[src/rtl/ahblite_pkg.sv]
// Shared AHB-Lite encodings, data-phase selector codes and default-slave state type.
package ahblite_pkg;

  typedef enum logic [1:0] {
    HTRANS_IDLE   = 2'd0,
    HTRANS_BUSY   = 2'd1,
    HTRANS_NONSEQ = 2'd2,
    HTRANS_SEQ    = 2'd3
  } htrans_e;

  typedef enum logic {
    HRESP_OKAY  = 1'b0,
    HRESP_ERROR = 1'b1
  } hresp_e;

  // Selector codes 0..NUM_SLAVES-1 name a real slave; the two codes below cannot clash with them.
  localparam int               SEL_W       = 4;
  localparam logic [SEL_W-1:0] SEL_NONE    = 4'd14;
  localparam logic [SEL_W-1:0] SEL_DEFAULT = 4'd15;

  typedef enum logic [1:0] {
    DS_IDLE,
    DS_ERR1,
    DS_ERR2
  } ds_state_e;

  function automatic logic trans_active(input logic [1:0] htrans);
    return (htrans == HTRANS_NONSEQ) || (htrans == HTRANS_SEQ);
  endfunction

endpackage

[src/rtl/ahblite_default_slave.sv]
// Default slave: answers unmapped active transfers with the two-cycle AHB ERROR response.
module ahblite_default_slave
  import ahblite_pkg::*;
(
  input  logic       HCLK,
  input  logic       HRESETN,
  input  logic       sel,
  input  logic [1:0] HTRANS,
  input  logic       HREADY,
  output logic       HREADYOUT,
  output logic       HRESP
);

  ds_state_e state_q;
  ds_state_e state_d;
  logic      accept;

  assign accept = sel && HREADY && trans_active(HTRANS);

  // NOTE: sequential state uses non-blocking assignments so every flop samples pre-edge values.
  always_ff @(posedge HCLK or negedge HRESETN) begin
    if (!HRESETN) state_q <= DS_IDLE;
    else          state_q <= state_d;
  end

  // NOTE: every output gets a default before the case, so no path leaves a latch behind.
  always_comb begin
    state_d   = state_q;
    HREADYOUT = 1'b1;
    HRESP     = HRESP_OKAY;
    case (state_q)
      DS_IDLE: if (accept) state_d = DS_ERR1;
      DS_ERR1: begin
        HREADYOUT = 1'b0;
        HRESP     = HRESP_ERROR;
        state_d   = DS_ERR2;
      end
      DS_ERR2: begin
        HRESP   = HRESP_ERROR;
        state_d = accept ? DS_ERR1 : DS_IDLE;
      end
      default: state_d = DS_IDLE;
    endcase
  end

endmodule

[src/rtl/ahblite_decoder_mux.sv]
// AHB-Lite address decoder, data-phase response multiplexer and wait-state watchdog.
module ahblite_decoder_mux
  import ahblite_pkg::*;
#(
  parameter int                           NUM_SLAVES  = 4,
  parameter int                           ADDR_W      = 32,
  parameter int                           DATA_W      = 32,
  parameter logic [NUM_SLAVES*ADDR_W-1:0] SLV_BASE    = '0,
  parameter logic [NUM_SLAVES*ADDR_W-1:0] SLV_MASK    = '0,
  parameter int                           TIMEOUT_CYC = 1024
) (
  input  logic                         HCLK,
  input  logic                         HRESETN,
  input  logic                         HSEL_M,
  input  logic [ADDR_W-1:0]            HADDR_M,
  input  logic [1:0]                   HTRANS_M,
  input  logic                         HWRITE_M,
  input  logic [2:0]                   HSIZE_M,
  input  logic [2:0]                   HBURST_M,
  input  logic [3:0]                   HPROT_M,
  input  logic [DATA_W-1:0]            HWDATA_M,
  input  logic                         HMASTLOCK_M,
  output logic                         HREADY_M,
  output logic                         HRESP_M,
  output logic [DATA_W-1:0]            HRDATA_M,
  output logic [NUM_SLAVES-1:0]        HSEL_S,
  output logic [ADDR_W-1:0]            HADDR_S,
  output logic [1:0]                   HTRANS_S,
  output logic                         HWRITE_S,
  output logic [2:0]                   HSIZE_S,
  output logic [2:0]                   HBURST_S,
  output logic [3:0]                   HPROT_S,
  output logic [DATA_W-1:0]            HWDATA_S,
  output logic                         HMASTLOCK_S,
  output logic                         HREADY_S,
  input  logic [NUM_SLAVES-1:0]        HREADYOUT_S,
  input  logic [NUM_SLAVES-1:0]        HRESP_S,
  input  logic [NUM_SLAVES*DATA_W-1:0] HRDATA_S,
  output logic                         TIMEOUT_IRQ,
  output logic [3:0]                   TIMEOUT_SLV,
  input  logic                         TIMEOUT_CLR
);

  logic [NUM_SLAVES-1:0] match;
  logic                  hit;
  logic [SEL_W-1:0]      hit_idx;
  logic [SEL_W-1:0]      sel_q;
  logic [SEL_W-1:0]      sel_d;
  logic                  ds_ready;
  logic                  ds_resp;

  assign HADDR_S     = HADDR_M;
  assign HTRANS_S    = HTRANS_M;
  assign HWRITE_S    = HWRITE_M;
  assign HSIZE_S     = HSIZE_M;
  assign HBURST_S    = HBURST_M;
  assign HPROT_S     = HPROT_M;
  assign HWDATA_S    = HWDATA_M;
  assign HMASTLOCK_S = HMASTLOCK_M;
  assign HREADY_S    = HREADY_M;

  // Lowest matching index wins, so overlapping regions resolve deterministically.
  always_comb begin
    match   = '0;
    HSEL_S  = '0;
    hit     = 1'b0;
    hit_idx = '0;
    for (int i = 0; i < NUM_SLAVES; i++) begin
      match[i] = (HADDR_M & SLV_MASK[i*ADDR_W +: ADDR_W]) == SLV_BASE[i*ADDR_W +: ADDR_W];
      if (match[i] && !hit) begin
        hit       = 1'b1;
        hit_idx   = SEL_W'(i);
        HSEL_S[i] = HSEL_M;
      end
    end
  end

  assign sel_d = !HSEL_M ? SEL_NONE : (hit ? hit_idx : SEL_DEFAULT);

  always_ff @(posedge HCLK or negedge HRESETN) begin
    if (!HRESETN)      sel_q <= SEL_NONE;
    else if (HREADY_M) sel_q <= sel_d;
  end

  ahblite_default_slave u_default_slave (
    .HCLK      (HCLK),
    .HRESETN   (HRESETN),
    .sel       (HSEL_M && !hit),
    .HTRANS    (HTRANS_M),
    .HREADY    (HREADY_M),
    .HREADYOUT (ds_ready),
    .HRESP     (ds_resp)
  );

  // Response path is purely combinational from the registered selector: zero added latency.
  always_comb begin
    HREADY_M = 1'b1;
    HRESP_M  = HRESP_OKAY;
    HRDATA_M = '0;
    if (sel_q == SEL_DEFAULT) begin
      HREADY_M = ds_ready;
      HRESP_M  = ds_resp;
    end else begin
      for (int i = 0; i < NUM_SLAVES; i++) begin
        if (sel_q == SEL_W'(i)) begin
          HREADY_M = HREADYOUT_S[i];
          HRESP_M  = HRESP_S[i];
          HRDATA_M = HRDATA_S[i*DATA_W +: DATA_W];
        end
      end
    end
  end

  generate
    if (TIMEOUT_CYC > 0) begin : g_wdog
      localparam int CNT_W = $clog2(TIMEOUT_CYC + 1);
      logic [CNT_W-1:0] cnt_q;
      logic             irq_q;
      logic [3:0]       slv_q;
      logic             set;

      // Fires on the wait cycle that brings the count to the limit; saturation keeps it one-shot.
      assign set = !HREADY_M && (cnt_q == CNT_W'(TIMEOUT_CYC - 1));

      always_ff @(posedge HCLK or negedge HRESETN) begin
        if (!HRESETN) begin
          cnt_q <= '0;
          irq_q <= 1'b0;
          slv_q <= '0;
        end else begin
          if (HREADY_M)                         cnt_q <= '0;
          else if (cnt_q != CNT_W'(TIMEOUT_CYC)) cnt_q <= cnt_q + 1'b1;
          if (set)              irq_q <= 1'b1;
          else if (TIMEOUT_CLR) irq_q <= 1'b0;
          if (set)              slv_q <= sel_q;
        end
      end

      assign TIMEOUT_IRQ = irq_q;
      assign TIMEOUT_SLV = slv_q;
    end else begin : g_no_wdog
      assign TIMEOUT_IRQ = 1'b0;
      assign TIMEOUT_SLV = 4'd0;
    end
  endgenerate

endmodule

[config.mk]
export PLATFORM = sky130hd
export DESIGN_NAME = ahblite_decoder_mux
export DESIGN_NICKNAME = d
export VERILOG_FILES = /design/src/rtl/ahblite_pkg.sv /design/src/rtl/ahblite_default_slave.sv /design/src/rtl/ahblite_decoder_mux.sv
export SDC_FILE = /design/constraint.sdc
export NUM_CORES = 1
export LEC_CHECK = 0
export ABC_AREA = 1
export ABC_CLOCK_PERIOD_IN_PS = 1680
export BUFFER_PORTS_ARGS = -buffer_cell sky130_fd_sc_hd__buf_4
export CAP_MARGIN = 15
export CORE_AREA = 2 2 133 135
export CTS_BUF_LIST = sky130_fd_sc_hd__clkbuf_4 sky130_fd_sc_hd__clkbuf_8 sky130_fd_sc_hd__clkbuf_16
export DETAILED_ROUTE_END_ITERATION = 12
export DIE_AREA = 0 0 135 137
export GPL_ROUTABILITY_DRIVEN = 0
export GPL_TIMING_DRIVEN = 0
export PLACE_DENSITY = 0.41
export SYNTH_ARGS = -nofsm -noshare
export SYNTH_HDL_FRONTEND = slang
export SYNTH_SLANG_ARGS = --single-unit
[constraint.sdc]
create_clock -name HCLK -period 1.68 [get_ports HCLK]
set_input_delay 0.336 -clock HCLK [delete_from_list [all_inputs] [get_ports HCLK]]
set_output_delay 0.336 -clock HCLK [all_outputs]
set_load 0.1 [all_outputs]
==> results.md <==
- The cell area that synthesis handed to floorplanning was 0.00164 sq mm.
- In this design, the largest share of critical-path delay is due to flip-flops.
- The origin of the worst min-delay path is HSEL_M.
- The hold path depth is 2.
- The first routing iteration left 36 violations.
- Together, buffers and inverters on the worst path number 3.
- Clock tree synthesis inserted a total of 3 buffers.
- Setup violations remaining at the end of the flow were counted as 0.
- The commonest cells after synthesis are sky130_fd_sc_hd__buf_4, sky130_fd_sc_hd__nor2_1, sky130_fd_sc_hd__inv_1, sky130_fd_sc_hd__nand2_1, sky130_fd_sc_hd__dfrtp_1.
- The overall overflow remaining after global route is 0.
- Counting flops with a built-in enable in the synthesized netlist gives 0.
- Entering global routing, the biggest net connects 15 pins.
- The via density per instance is 3.07.
- Once the floorplan was initialized, standard cells occupied 9.59% of the core.
- The logic depth of the worst register-to-register path is 5.
- The cell taking the most area after synthesis is sky130_fd_sc_hd__buf_4.
- The cell count after synthesis is 241.
- The worst setup path is captured at a primary output.
- The total number of H-tree levels is 1.
- After layout, the worst path uses around 99% of the clock period.
- For this run, design rule violations remaining after detail routing come to 0.
- After the flow finishes, the layout carries non-filler instances totaling 635.
- The number of warnings issued by yosys is 0.
- The critical path start-end classification is flip-flop to primary output.
- Setup repair after global routing could not meet its margin everywhere.
- The average cell area after synthesis is 6.79 sq um.
- Cells fill between 20% and 30% of the core in the end.
- The final max-slew violation count is 0.
- The internal reg-to-reg setup slack is roughly 320 ps.
- The wire-length estimate of the detail-placed layout is about 6300 um.
- The share of synthesized area occupied by flip-flops and latches is 21.5%.
- Input and output buffers added on the ports amount to around 160.
- The number of global-route vias before repair is 1764.
- The worst-path cell with the longest stage delay is sky130_fd_sc_hd__dfstp_2.
- The clock latency of the later-clocked register in the worst-skew pair is ~240 ps.
- The first global-routing pass estimated 9600 um of wire.
- The clock net in this run drives a total of 14 sinks.
- The via total after detailed routing is 1949.
- After detailed routing, the average wire length per cell comes to ~12 um.
- The detailed-routing iteration count for the pre-antenna-repair pass is 3.
- For this run, the slowest stage of the critical path takes roughly 560 ps.
- By instance count, the cell type seen most on the critical path is sky130_fd_sc_hd__buf_12.
- The TritonCTS clock tree is done.
- The worst slack at placement is -497 ps.
- The worst setup path is launched from a flip-flop.
- The worst register-to-register path ends at TIMEOUT_SLV[2].
- The post-route antenna net violation count is 0.
- The worst hold slack across all endpoints is 216 ps.
- The finished cells cover just under 0.004 sq mm.
- The net count of the finished layout is 630.
- The worst hold path terminates at sel_q[2].
- The total of flip-flops plus latches after synthesis is 14.
- The fmax is about 600 MHz.
- Ranked by total cell area, the synthesized netlist is headed by sky130_fd_sc_hd__buf_4, sky130_fd_sc_hd__dfrtp_1, sky130_fd_sc_hd__nor2_1.
- The multi-input logic area is 634 sq um.
- The post-layout minimum cycle time is between 1500 and 2000 ps.
- Measured along the y axis, the die boundary spans around 140 um.
- The layout overhead on the synthesized area is 140%.
- The post-CTS clock slew at the launch and capture registers of the worst setup and hold paths is ~50 ps.
- The critical path required time is between 1000 and 1500 ps.
- The total instance count after detailed placement is around 620.
- Summing all flip-flop and latch instances after layout gives between 300 and 400 sq um.
- The top flip-flop cell by instance count after synthesis is sky130_fd_sc_hd__dfrtp_1.
- The hold violation count in the final report is 0.
- The worst path setup slack after routing is about 16 ps.
- The total global-route track usage is under 10%.
- The arrival time of data at the critical path endpoint is 1330 ps.
- The clock root buffer is sky130_fd_sc_hd__clkbuf_16.
- The worst flop-to-flop path startpoint is g_wdog.cnt_q[1].
- 340 I/O pins were placed.
- The power density relative to cell area is around 740 mW/mm^2.
- The area share of the leading cell type in the synthesized netlist is between 30% and 40%.
- The number of maximum-capacitance violations is 0.
- The width of the die is 135 um.
- The initial antenna violation count is 6.
- After detailed placement, the total cell area comes to between 0.003 and 0.004 sq mm.
- In this run, distinct cell masters in the synthesized netlist total 24.
- The run finished with clean final reports.
- The number of placement rows is 48.
- The largest voltage drop on the vdd net is around 0.45 mV.
- Along the worst path, the maximum fanout reaches 7.
- Walking the worst path, the cells encountered are buf_12, clkbuf_16, nor2_2, buf_12.
- The clock arrives with 0.829 ps of skew.
- The number of fillers in the final layout is around 1900.
- The share of synthesized registers carrying an async set or reset is between 90% and 100%.
- The min-delay analysis places its worst path in the category primary input to flip-flop.
- The routed design has roughly 7500 um of wire.
- In this run the deepest clock path goes through 2 buffers.
- The total core area is 0.0171 sq mm.
- For this design the static power due to leakage is around 2.0 nW.
- The most used standard cell by instance count after synthesis is sky130_fd_sc_hd__buf_4.
- Of the cells placed in the final design, the portion with a size suffix greater than 1 is between 70 and 80%.
- The die covers between 0.015 and 0.02 sq mm.
[power by group]
| group | switching [mW] | leakage (nW) | total (mW) | internal (mW) |
|---|---|---|---|---|
| combinational | 1.45 | 1.81 | 2.06 | 0.607 |
| sequential | 0.00724 | 0.189 | 0.352 | 0.345 |
| clock | 0.137 | 0.0442 | 0.498 | 0.361 |
| total | 1.60 | 2.04 | 2.91 | 1.31 |
[state kept, by name, summed over array words and instances, names as in the netlist]
register and cells:
TIMEOUT_SLV 1, g_wdog.cnt_q 11, sel_q 1, TIMEOUT_IRQ 1
[through the flow]
step           power [mW]  TNS (ps)
2_1_floorplan        1.86     -9960
3_3_place_gp         2.19    -13400
3_5_place_dp         2.20    -13940
4_1_cts              2.91      -256
5_1_grt              3.01      -525
6_report             2.91         0
[routing by layer]
metal,track usage [%],wire length [um],share of wire [%],up-vias
met3,4.89,1270,17,14
met1,8.12,2780,37,845
met4,1.10,44,0.59,10
met5,0,59,0.79,-
li1,-,-,-,952
met2,10.6,3360,45,128
[layout by cell type, fill, tap and decap left out, types with 2 or more instances in the layout]
cell type	netlist	routed
sky130_fd_sc_hd__nand4_1	3	3
sky130_fd_sc_hd__buf_12	0	32
sky130_fd_sc_hd__dfrtp_1	13	12
sky130_fd_sc_hd__nor2_1	49	18
sky130_fd_sc_hd__buf_6	0	6
sky130_fd_sc_hd__nor2_4	2	19
sky130_fd_sc_hd__conb_1	1	4
sky130_fd_sc_hd__xor2_1	2	2
sky130_fd_sc_hd__inv_1	40	40
sky130_fd_sc_hd__buf_8	0	3
sky130_fd_sc_hd__buf_4	87	207
sky130_fd_sc_hd__nand3_2	2	2
sky130_fd_sc_hd__nand3_1	7	7
sky130_fd_sc_hd__ha_1	2	2
sky130_fd_sc_hd__xnor2_1	3	3
sky130_fd_sc_hd__a21oi_1	3	3
sky130_fd_sc_hd__nand2_1	15	15
sky130_fd_sc_hd__clkbuf_16	0	6
sky130_fd_sc_hd__nor2_2	1	15
[how the worst max path moves through the flow]
stage	startpoint	slack, ps	depth (start not counted)	to
final	sel_q[2]	20	4	HRDATA_M[28]
after global routing	sel_q[2]	-20	4	HRDATA_M[26]
after CTS	sel_q[2]	-20	4	HRDATA_M[9]
after detailed placement	sel_q[2]	-500	4	HRDATA_M[28]
after global placement	sel_q[2]	-480	4	HRDATA_M[9]
after floorplan	sel_q[2]	-400	2	HRDATA_M[0]
[layout make-up]
type / instances / share of cell area [%]
Timing Repair Buffer: 162 / 42.3
Tap cell: 225 / 7.18
Buffer: 90 / 18.8
Inverter: 41 / 4.25
Sequential cell: 14 / 9.00
Multi-Input combinational cell: 98 / 16.2
Antenna cell: 1 / 0.0639
Clock buffer: 4 / 2.27
[kinds of logic after synthesis]
group                      after synthesis  share of synthesized area (%)
and+or+nand+nor                         83                           22.5
other                                    1                          0.229
adders and majority gates                2                           1.53
xor gates and xnor gates                 5                           2.68
buffers and inverters                  132                           50.3
AOI/OAI and AO/OA                        4                           1.22
DFF                                     14                           21.5
[what timing repair did]
action | 4_1_cts | 5_1_grt
resized for setup | 109 | 9
hold buffers | 1 | 0
endpoints found under the hold margin | 13 | 0
pin swaps | 7 | 0
cloned | 0 | 3
setup endpoints to repair | 32 | 34
setup buffers | 3 | 0
Note: power is estimated with default switching activity, not from simulation.
